**src/rtl/endec_job_scheduler_pkg.sv**
```systemverilog
// Shared definitions for the endec job scheduler: default sizing,
// scheduler state encoding, mode_sel values and requester indices.
package endec_job_scheduler_pkg;

    localparam int FRAME_BITS_DEF = 192;
    localparam int CODE_W_DEF     = 2;
    localparam int K_MAX_DEF      = 9;
    localparam int TIMEOUT_DEF    = 1023;

    typedef enum logic [2:0] {
        IDLE    = 3'd0,
        CLEAR   = 3'd1,
        ENC_RUN = 3'd2,
        DEC_RUN = 3'd3,
        RESP    = 3'd4
    } sched_state_t;

    localparam logic MODE_ENC = 1'b1;
    localparam logic MODE_DEC = 1'b0;

    // Bit positions of the two requesters in request/grant vectors.
    localparam int REQ_ENC = 0;
    localparam int REQ_DEC = 1;

endpackage

```
**src/rtl/endec_job_scheduler_rr_arbiter2.sv**
```systemverilog
// Two-way round-robin arbiter.
// Ports:
//   clk, rst   clock, asynchronous active-high reset
//   enable     grants are only issued while high
//   req[1:0]   requests (bit REQ_ENC = encode, bit REQ_DEC = decode)
//   update     a grant was taken this cycle; advance the priority pointer
//   grant[1:0] one-hot (or zero) combinational grant
// After reset the decode requester wins a tie.
module endec_job_scheduler_rr_arbiter2
    import endec_job_scheduler_pkg::*;
(
    input  logic       clk,
    input  logic       rst,
    input  logic       enable,
    input  logic [1:0] req,
    input  logic       update,
    output logic [1:0] grant
);

    logic favour_dec;

    always_comb begin
        grant = 2'b00;
        if (enable) begin
            case (req)
                2'b01:   grant = 2'b01;
                2'b10:   grant = 2'b10;
                2'b11:   grant = favour_dec ? 2'b10 : 2'b01;
                default: grant = 2'b00;
            endcase
        end
    end

    // The requester just served drops to lowest priority.
    always_ff @(posedge clk or posedge rst) begin
        if (rst) begin
            favour_dec <= 1'b1;
        end else if (update && (grant != 2'b00)) begin
            favour_dec <= grant[REQ_ENC];
        end
    end

endmodule

```
**src/rtl/endec_job_scheduler.sv**
```systemverilog
// Job-level front end for the endec convolutional encoder / Viterbi core.
// Takes encode and decode jobs from two requesters (round-robin), latches
// configuration and data, clears the core, runs it, collects its output and
// returns it on the requester's response channel, with a stall watchdog.
// Ports:
//   sys_clk, rst                      clock, asynchronous active-high reset
//   i_enc_* / o_enc_*                 encode job request and response
//   i_dec_* / o_dec_*                 decode job request and response
//   o_rsp_err                         current response ended by timeout
//   i_code_rate/i_constr_len/i_gen_poly  config, sampled at accept
//   o_endec_clr/o_en/o_mode_sel/o_code_rate/o_constr_len/o_gen_poly  core control
//   o_encoder_bit, o_decoder_frame    core data inputs
//   i_encoder_data/done, i_decoder_data/done  core outputs
//
// state   | meaning
// --------+----------------------------------------------------------
// IDLE    | arbitrating, ready offered to one valid requester
// CLEAR   | one-cycle core clear, config already driven from latches
// ENC_RUN | core enabled, serial info bits out, symbols collected
// DEC_RUN | core enabled, latched frame out, waiting for decode done
// RESP    | response valid on the granted channel until ready
module endec_job_scheduler
    import endec_job_scheduler_pkg::*;
#(
    parameter int FRAME_BITS = FRAME_BITS_DEF,
    parameter int CODE_W     = CODE_W_DEF,
    parameter int K_MAX      = K_MAX_DEF,
    parameter int TIMEOUT    = TIMEOUT_DEF
) (
    input  logic                       sys_clk,
    input  logic                       rst,
    input  logic                       i_enc_valid,
    output logic                       o_enc_ready,
    input  logic [FRAME_BITS-1:0]      i_enc_data,
    output logic                       o_enc_rsp_valid,
    input  logic                       i_enc_rsp_ready,
    output logic [FRAME_BITS*CODE_W-1:0] o_enc_result,
    input  logic                       i_dec_valid,
    output logic                       o_dec_ready,
    input  logic [2*FRAME_BITS-1:0]    i_dec_frame,
    output logic                       o_dec_rsp_valid,
    input  logic                       i_dec_rsp_ready,
    output logic [FRAME_BITS-1:0]      o_dec_result,
    output logic                       o_rsp_err,
    input  logic                       i_code_rate,
    input  logic [1:0]                 i_constr_len,
    input  logic [CODE_W*K_MAX-1:0]    i_gen_poly,
    output logic                       o_endec_clr,
    output logic                       o_en,
    output logic                       o_mode_sel,
    output logic                       o_code_rate,
    output logic [1:0]                 o_constr_len,
    output logic [CODE_W*K_MAX-1:0]    o_gen_poly,
    output logic                       o_encoder_bit,
    output logic [2*FRAME_BITS-1:0]    o_decoder_frame,
    input  logic [CODE_W-1:0]          i_encoder_data,
    input  logic                       i_encoder_done,
    input  logic [FRAME_BITS-1:0]      i_decoder_data,
    input  logic                       i_decoder_done
);

    localparam int BC_W = $clog2(FRAME_BITS + 1);
    localparam int SC_W = $clog2(FRAME_BITS);
    localparam int RI_W = $clog2(FRAME_BITS * CODE_W);
    localparam int WD_W = $clog2(TIMEOUT + 1);

    localparam logic [BC_W-1:0] BIT_END  = BC_W'(FRAME_BITS);
    localparam logic [SC_W-1:0] SYM_LAST = SC_W'(FRAME_BITS - 1);
    localparam logic [WD_W-1:0] WD_MAX   = WD_W'(TIMEOUT);

    sched_state_t state, next_state;

    logic [1:0]                   req;
    logic [1:0]                   grant;
    logic                         accept;

    logic                         mode;
    logic                         code_rate_q;
    logic [1:0]                   constr_len_q;
    logic [CODE_W*K_MAX-1:0]      gen_poly_q;
    logic [FRAME_BITS-1:0]        enc_data_q;
    logic [2*FRAME_BITS-1:0]      dec_frame_q;
    logic [FRAME_BITS*CODE_W-1:0] enc_res;
    logic [FRAME_BITS-1:0]        dec_res;
    logic                         err;
    logic [BC_W-1:0]              bit_cnt;
    logic [SC_W-1:0]              sym_cnt;
    logic [WD_W-1:0]              wd_cnt;
    logic [RI_W-1:0]              sym_base;

    assign req[REQ_ENC] = i_enc_valid;
    assign req[REQ_DEC] = i_dec_valid;
    assign accept       = (state == IDLE) && (grant != 2'b00);

    endec_job_scheduler_rr_arbiter2 u_arb (
        .clk    (sys_clk),
        .rst    (rst),
        .enable (state == IDLE),
        .req    (req),
        .update (accept),
        .grant  (grant)
    );

    always_ff @(posedge sys_clk or posedge rst) begin
        if (rst) begin
            state <= IDLE;
        end else begin
            state <= next_state;
        end
    end

    always_comb begin
        next_state = state;
        case (state)
            IDLE: begin
                if (accept) next_state = CLEAR;
            end
            CLEAR: begin
                next_state = (mode == MODE_ENC) ? ENC_RUN : DEC_RUN;
            end
            ENC_RUN: begin
                if (i_encoder_done && (sym_cnt == SYM_LAST)) begin
                    next_state = RESP;
                end else if (!i_encoder_done && (wd_cnt == WD_MAX)) begin
                    next_state = RESP;
                end
            end
            DEC_RUN: begin
                if (i_decoder_done || (wd_cnt == WD_MAX)) next_state = RESP;
            end
            RESP: begin
                if (((mode == MODE_ENC) && i_enc_rsp_ready) ||
                    ((mode == MODE_DEC) && i_dec_rsp_ready)) begin
                    next_state = IDLE;
                end
            end
            default: next_state = IDLE;
        endcase
    end

    assign sym_base = RI_W'(sym_cnt) * RI_W'(CODE_W);

    // A done strobe always takes precedence over the watchdog: capture and
    // clear wd_cnt; err is only set when the watchdog fires without one.
    always_ff @(posedge sys_clk or posedge rst) begin
        if (rst) begin
            mode         <= MODE_DEC;
            code_rate_q  <= 1'b0;
            constr_len_q <= '0;
            gen_poly_q   <= '0;
            enc_data_q   <= '0;
            dec_frame_q  <= '0;
            enc_res      <= '0;
            dec_res      <= '0;
            err          <= 1'b0;
            bit_cnt      <= '0;
            sym_cnt      <= '0;
            wd_cnt       <= '0;
        end else begin
            if (accept) begin
                mode         <= grant[REQ_ENC] ? MODE_ENC : MODE_DEC;
                code_rate_q  <= i_code_rate;
                constr_len_q <= i_constr_len;
                gen_poly_q   <= i_gen_poly;
                if (grant[REQ_ENC]) begin
                    enc_data_q <= i_enc_data;
                end else begin
                    dec_frame_q <= i_dec_frame;
                end
                enc_res <= '0;
                dec_res <= '0;
                err     <= 1'b0;
            end
            case (state)
                CLEAR: begin
                    bit_cnt <= '0;
                    sym_cnt <= '0;
                    wd_cnt  <= '0;
                end
                ENC_RUN: begin
                    if (bit_cnt != BIT_END) bit_cnt <= bit_cnt + 1'b1;
                    if (i_encoder_done) begin
                        enc_res[sym_base +: CODE_W] <= i_encoder_data;
                        sym_cnt <= sym_cnt + 1'b1;
                        wd_cnt  <= '0;
                    end else if (wd_cnt == WD_MAX) begin
                        err <= 1'b1;
                    end else begin
                        wd_cnt <= wd_cnt + 1'b1;
                    end
                end
                DEC_RUN: begin
                    if (i_decoder_done) begin
                        dec_res <= i_decoder_data;
                        wd_cnt  <= '0;
                    end else if (wd_cnt == WD_MAX) begin
                        err <= 1'b1;
                    end else begin
                        wd_cnt <= wd_cnt + 1'b1;
                    end
                end
                default: ;
            endcase
        end
    end

    assign o_enc_ready     = grant[REQ_ENC];
    assign o_dec_ready     = grant[REQ_DEC];
    assign o_endec_clr     = (state == CLEAR);
    assign o_en            = (state == ENC_RUN) || (state == DEC_RUN);
    assign o_mode_sel      = mode;
    assign o_code_rate     = code_rate_q;
    assign o_constr_len    = constr_len_q;
    assign o_gen_poly      = gen_poly_q;
    // Past the last info bit the core is fed zeros to flush its tail.
    assign o_encoder_bit   = (state == ENC_RUN) && (bit_cnt != BIT_END) && enc_data_q[bit_cnt];
    assign o_decoder_frame = dec_frame_q;
    assign o_enc_rsp_valid = (state == RESP) && (mode == MODE_ENC);
    assign o_dec_rsp_valid = (state == RESP) && (mode == MODE_DEC);
    assign o_enc_result    = enc_res;
    assign o_dec_result    = dec_res;
    assign o_rsp_err       = (state == RESP) && err;

endmodule

```
**config.mk**
```make
export PLATFORM = sky130hd
export DESIGN_NAME = endec_job_scheduler
export DESIGN_NICKNAME = d
export VERILOG_FILES = /design/src/rtl/endec_job_scheduler_pkg.sv /design/src/rtl/endec_job_scheduler_rr_arbiter2.sv /design/src/rtl/endec_job_scheduler.sv
export SDC_FILE = /design/constraint.sdc
export NUM_CORES = 2
export LEC_CHECK = 0
export CAP_MARGIN = 20
export CORE_AREA = 2 2 702 704
export CTS_CLUSTER_SIZE = 14
export DETAILED_ROUTE_END_ITERATION = 10
export DIE_AREA = 0 0 704 706
export GPL_TIMING_DRIVEN = 0
export PLACE_DENSITY = 0.32
export RECOVER_POWER = 25
export SETUP_SLACK_MARGIN = 0.15
export SLEW_MARGIN = 5
export SYNTH_ARGS = -nofsm -noshare
export SYNTH_HDL_FRONTEND = slang
export SYNTH_HIERARCHICAL = 1
export SYNTH_SLANG_ARGS = --single-unit
```
**constraint.sdc**
```tcl
create_clock -name sys_clk -period 36.3 [get_ports sys_clk]
set_input_delay 5.445 -clock sys_clk [delete_from_list [all_inputs] [get_ports sys_clk]]
set_output_delay 5.445 -clock sys_clk [all_outputs]
set_load 0.03 [all_outputs]
```
==> impl_metrics.csv <==
group,metric,value,unit
global_route,grt_pass1_vias,46590,
layout,fin_nets,7227,
logic_synthesis,syn_area_per_cell,11.57,um2
layout,drive_gt1_share,15.54,%
logic_synthesis,synth_cell_types,72,
power,p_switching,3.451,mW
cts,clk-insertion-delay-late,0.89,ns
setup_path,required,30.85,ns
cts,cts.sinks,1205,
timing,worstMarginPinSlew,2.223,ns
setup_path,end_kind,"output pin",
logic_synthesis,synthCells,4371,
detailed_routing,routed_wl,436700,um
setup_path,cp_max_fo,10,
cts,ctsResizeCount,0,
worst_hold_path,whs_endpoint,"o_gen_poly[4]$_DFFE_PP0P_",
timing,relSlewSlack,-48.18,%
cts,clockBufferDepth,4,
worst_hold_path,min-delay-start,"o_gen_poly[4]$_DFFE_PP0P_",
logic_synthesis,yosys_warnings,6,
setup_path,r2r-end,"bit_cnt[6]$_DFFE_PP0P_",
timing,period_minus_slack,14.26,ns
setup_path,cp_cell_sequence,"clkbuf_1, clkbuf_1, clkbuf_1, clkbuf_1, clkbuf_1, inv_1, ha_1, nor4b_1, a311oi_1, clkbuf_1, and3_1, o2111a_1, clkdlybuf4s50_1",
floorplan,start_util,10.34,%
logic_synthesis,synth_flop_cell,"dfrtp_1",
place,dp_cells,12710,
logic_synthesis,synth_fp_nets,5177,
timing,rsz0062_at_grt,"no",
place,io_buffers,1786,
timing,setup_viol_count_final,0,
detailed_routing,first_pass_iters,6,
power,ir_worst_vdd,46.48,uV
setup_path,cp-start-kind,"flip-flop",
timing,fmax,0.07013,GHz
floorplan,die_w,704,um
setup_path,critPathKind,"flip-flop to output pin",
floorplan,die-area,497000,um2
logic_synthesis,synth-seq-cells,1205,
floorplan,fp.dieH,706,um
power,swShare,45.74,%
power,combPwrFrac,48.4,%
global_route,grt_max_degree,39,
floorplan,fp-row-count,257,
timing,slew_viol_final,821,
setup_path,critPathArrivalTime,8.81,ns
timing,worst_slack,22.04,ns
timing,hold_violations,0,
detailed_routing,drc,0,
cts,clkSlewWorstSetupHoldPaths,0.05,ns
layout,final_cells,13070,
global_route,grt_first_pass_wirelength,543700,um
setup_path,critical-path-max-stage-delay,1.15,ns
status,status,"finished with violations",
worst_hold_path,hold_class,"flip-flop to flip-flop",
detailed_routing,via_count,45310,
global_route,antenna_found_initial,241,
setup_path,r2r_cells,13,
worst_hold_path,min_path_cells,2,
cts,cts.hold.buffers_added,0,
global_route,grt_remaining_overflow,0,
layout,layout_commonest_cell,"clkdlybuf4s50_1",
detailed_routing,drt_iter0_drc,3062,
power,p_leak,33.17,nW
power,clkPwrFrac,23.7,%
setup_path,path_common_cell,"clkbuf_1",
logic_synthesis,syn_area,50560,um2
timing,clock_skew,0.08828,ns
logic_synthesis,synthArstFlopShare,100.0,%
layout,areaGrowthSynthToFinish,65.24,%
floorplan,pin_count,1789,
power,p_seq_share,28.0,%
place,place.gp.congestion,0.9369,
detailed_routing,antenna_left,0,
layout,fill_cells,54080,
power,power.density,90.31,nW/um2
cts,cts_buffers,175,
logic_synthesis,yosysSeqAreaShare,59.64,%
timing,tns,0,ns
job,maxCapViolCount,26,
setup_path,crit_slowest_cell,"clkbuf_1",
detailed_routing,routedWlPerCell,33.41,um
global_route,grt_usage,16.95,%
detailed_routing,vias_per_cell,3.467,
setup_path,reg2reg_from,"bit_cnt[0]$_DFFE_PP0P_",
power,p_int,4.094,mW
place,dp_hpwl,380900,um
cts,cts_setup_buffers,0,
place,pre_cts_ws,23.02,ns
floorplan,coreArea,489100,um2
status,violations,"capacitance limit, slew limit",
setup_path,rrSetupSlack,28.66,ns
logic_synthesis,synth_edf_count,0,
cts,cts_tree,"built",
cts,root_buffer,"clkbuf_16",
timing,post-route-period-util,39.28,%
layout,final_cell_mix,"1784 x clkdlybuf4s50_1, 1204 x dfrtp_1, 1023 x nand2_1, 589 x mux2_2, 340 x nand3_1",
cts,htree_levels,4,
-- metrics by stage --
stage	area (um2)	utilization, %	hold WS (ns)	power, mW
floorplan	50570	-	0.4423	3.666
global placement	76550	15.65	0.4672	5.821
detailed placement	78030	15.95	0.4677	5.888
CTS	83780	17.13	0.4828	7.746
global route	83480	17.07	0.5084	7.898
finish	83550	17.08	0.4773	7.546
-- cells in the mapped netlist, types with 2 or more instances --
library cell  count  area, um2
or2_2             3      18.77
nor2_1          194      728.2
or4_4             2      22.52
nor3_1           21      105.1
o41ai_1           7      61.31
and2_1            8      50.05
ha_1              7      87.58
clkbuf_1        239      897.1
nor4_1           23      143.9
mux2i_1         271       2713
a2111oi_0         5      43.79
o211ai_1         10      75.07
and2_0            3      18.77
nor4_2           15      187.7
nand2b_1          7      43.79
a311oi_1          2      17.52
buf_1            22      82.58
o21a_1            2      15.01
a31oi_1           6      37.54
dfrtp_1        1204      30130
nor3_2            4      40.04
xnor2_1          11      96.34
buf_4             2      15.01
o21ai_0         138      690.7
buf_2            27      135.1
o31ai_1           6      45.04
xor2_1           13      113.9
o21ai_2           2      17.52
or3_1             4      25.02
or4_1            10      75.07
nor2b_1          11      68.82
o21ai_1           2      10.01
nand4_1          25      156.4
and3_1            5      31.28
inv_1            17      63.81
mux4_2           40      900.9
nand3_1         340       1702
a22oi_1           4      30.03
nand2_1        1023       3840
a21oi_1          12      60.06
o22ai_1           3      18.77
a221oi_1          2      17.52
a211oi_1          2      15.01
mux2_2          589       6633
-- cell families after synthesis --
group                      Yosys count  synth area share (%)
AOI/OAI and AO/OA                  215                 2.509
xor gates and xnor gates            24                0.4157
adders and majority gates            7                0.1732
buffers and inverters              309                 2.390
DFF                               1205                 59.64
muxes                              900                 20.26
and+or+nand+nor                   1711                 14.61
-- registers in the layout, summed over array words and instances (netlist names), 3 cells and up --
name / count
bit_cnt: 8
enc_data_q: 192
o_dec_result: 192
o_decoder_frame: 384
o_enc_result: 384
o_gen_poly: 18
state: 3
sym_cnt: 8
wd_cnt: 10
-- per-layer routing --
layer  GRT usage [%]  vias to the layer above  wire length, um
met3           6.805                      608            40270
met5               0                        -              694
met2           31.24                     2023           226200
met4           5.540                      108            17440
li1                -                    19210                -
met1           17.32                    23370           152000
-- worst max-delay path by stage --
| stage | start | endpoint | slack [ns] | depth (start not counted) |
|---|---|---|---|---|
| floorplan | rst | bit_cnt[0]$_DFFE_PP0P_ | 14.22 | 1 |
| global placement | rst | o_decoder_frame[192]$_DFFE_PP0P_ | 3.69 | 2 |
| detailed placement | i_enc_valid | o_enc_ready | 23.02 | 4 |
| CTS | i_enc_valid | o_enc_ready | 23.01 | 4 |
| global route | bit_cnt[0]$_DFFE_PP0P_ | o_encoder_bit | 21.16 | 13 |
| finish | bit_cnt[0]$_DFFE_PP0P_ | o_encoder_bit | 22.04 | 13 |
-- final cells by class --
type / instances / area [um2] / share of cell area (%)
plain buffers: 291 / 1144 / 1.369
flip-flops and latches: 1205 / 30160 / 36.09
clock inverters: 46 / 673.1 / 0.8056
multi-input cells: 2857 / 19240 / 23.03
inverters: 18 / 68.82 / 0.08236
diodes: 43 / 107.6 / 0.1288
clock buffers: 260 / 5071 / 6.069
well taps: 6475 / 8102 / 9.696
repair buffers: 1873 / 18990 / 22.73
-- worst max-delay path: cells and delay by family, from the launching register on --
family                     cells  cell delay [ns]
buffers and inverters          8             5.81
AOI/OAI and AO/OA              2             0.80
DFF                            1             0.69
adders and majority gates      1             0.28
and+or+nand+nor                2             0.33
-- power by group through the flow --
stage / Clock (mW) / Combinational (mW) / Sequential (mW)
6_report: 1.79 / 3.65 / 2.11
5_1_grt: 1.91 / 3.83 / 2.16
4_1_cts: 1.86 / 3.77 / 2.11
3_5_place_dp: 0 / 3.76 / 2.13
3_3_place_gp: 0 / 3.69 / 2.14
2_1_floorplan: 0 / 0.972 / 2.69
(Power assumes the default switching activity.)
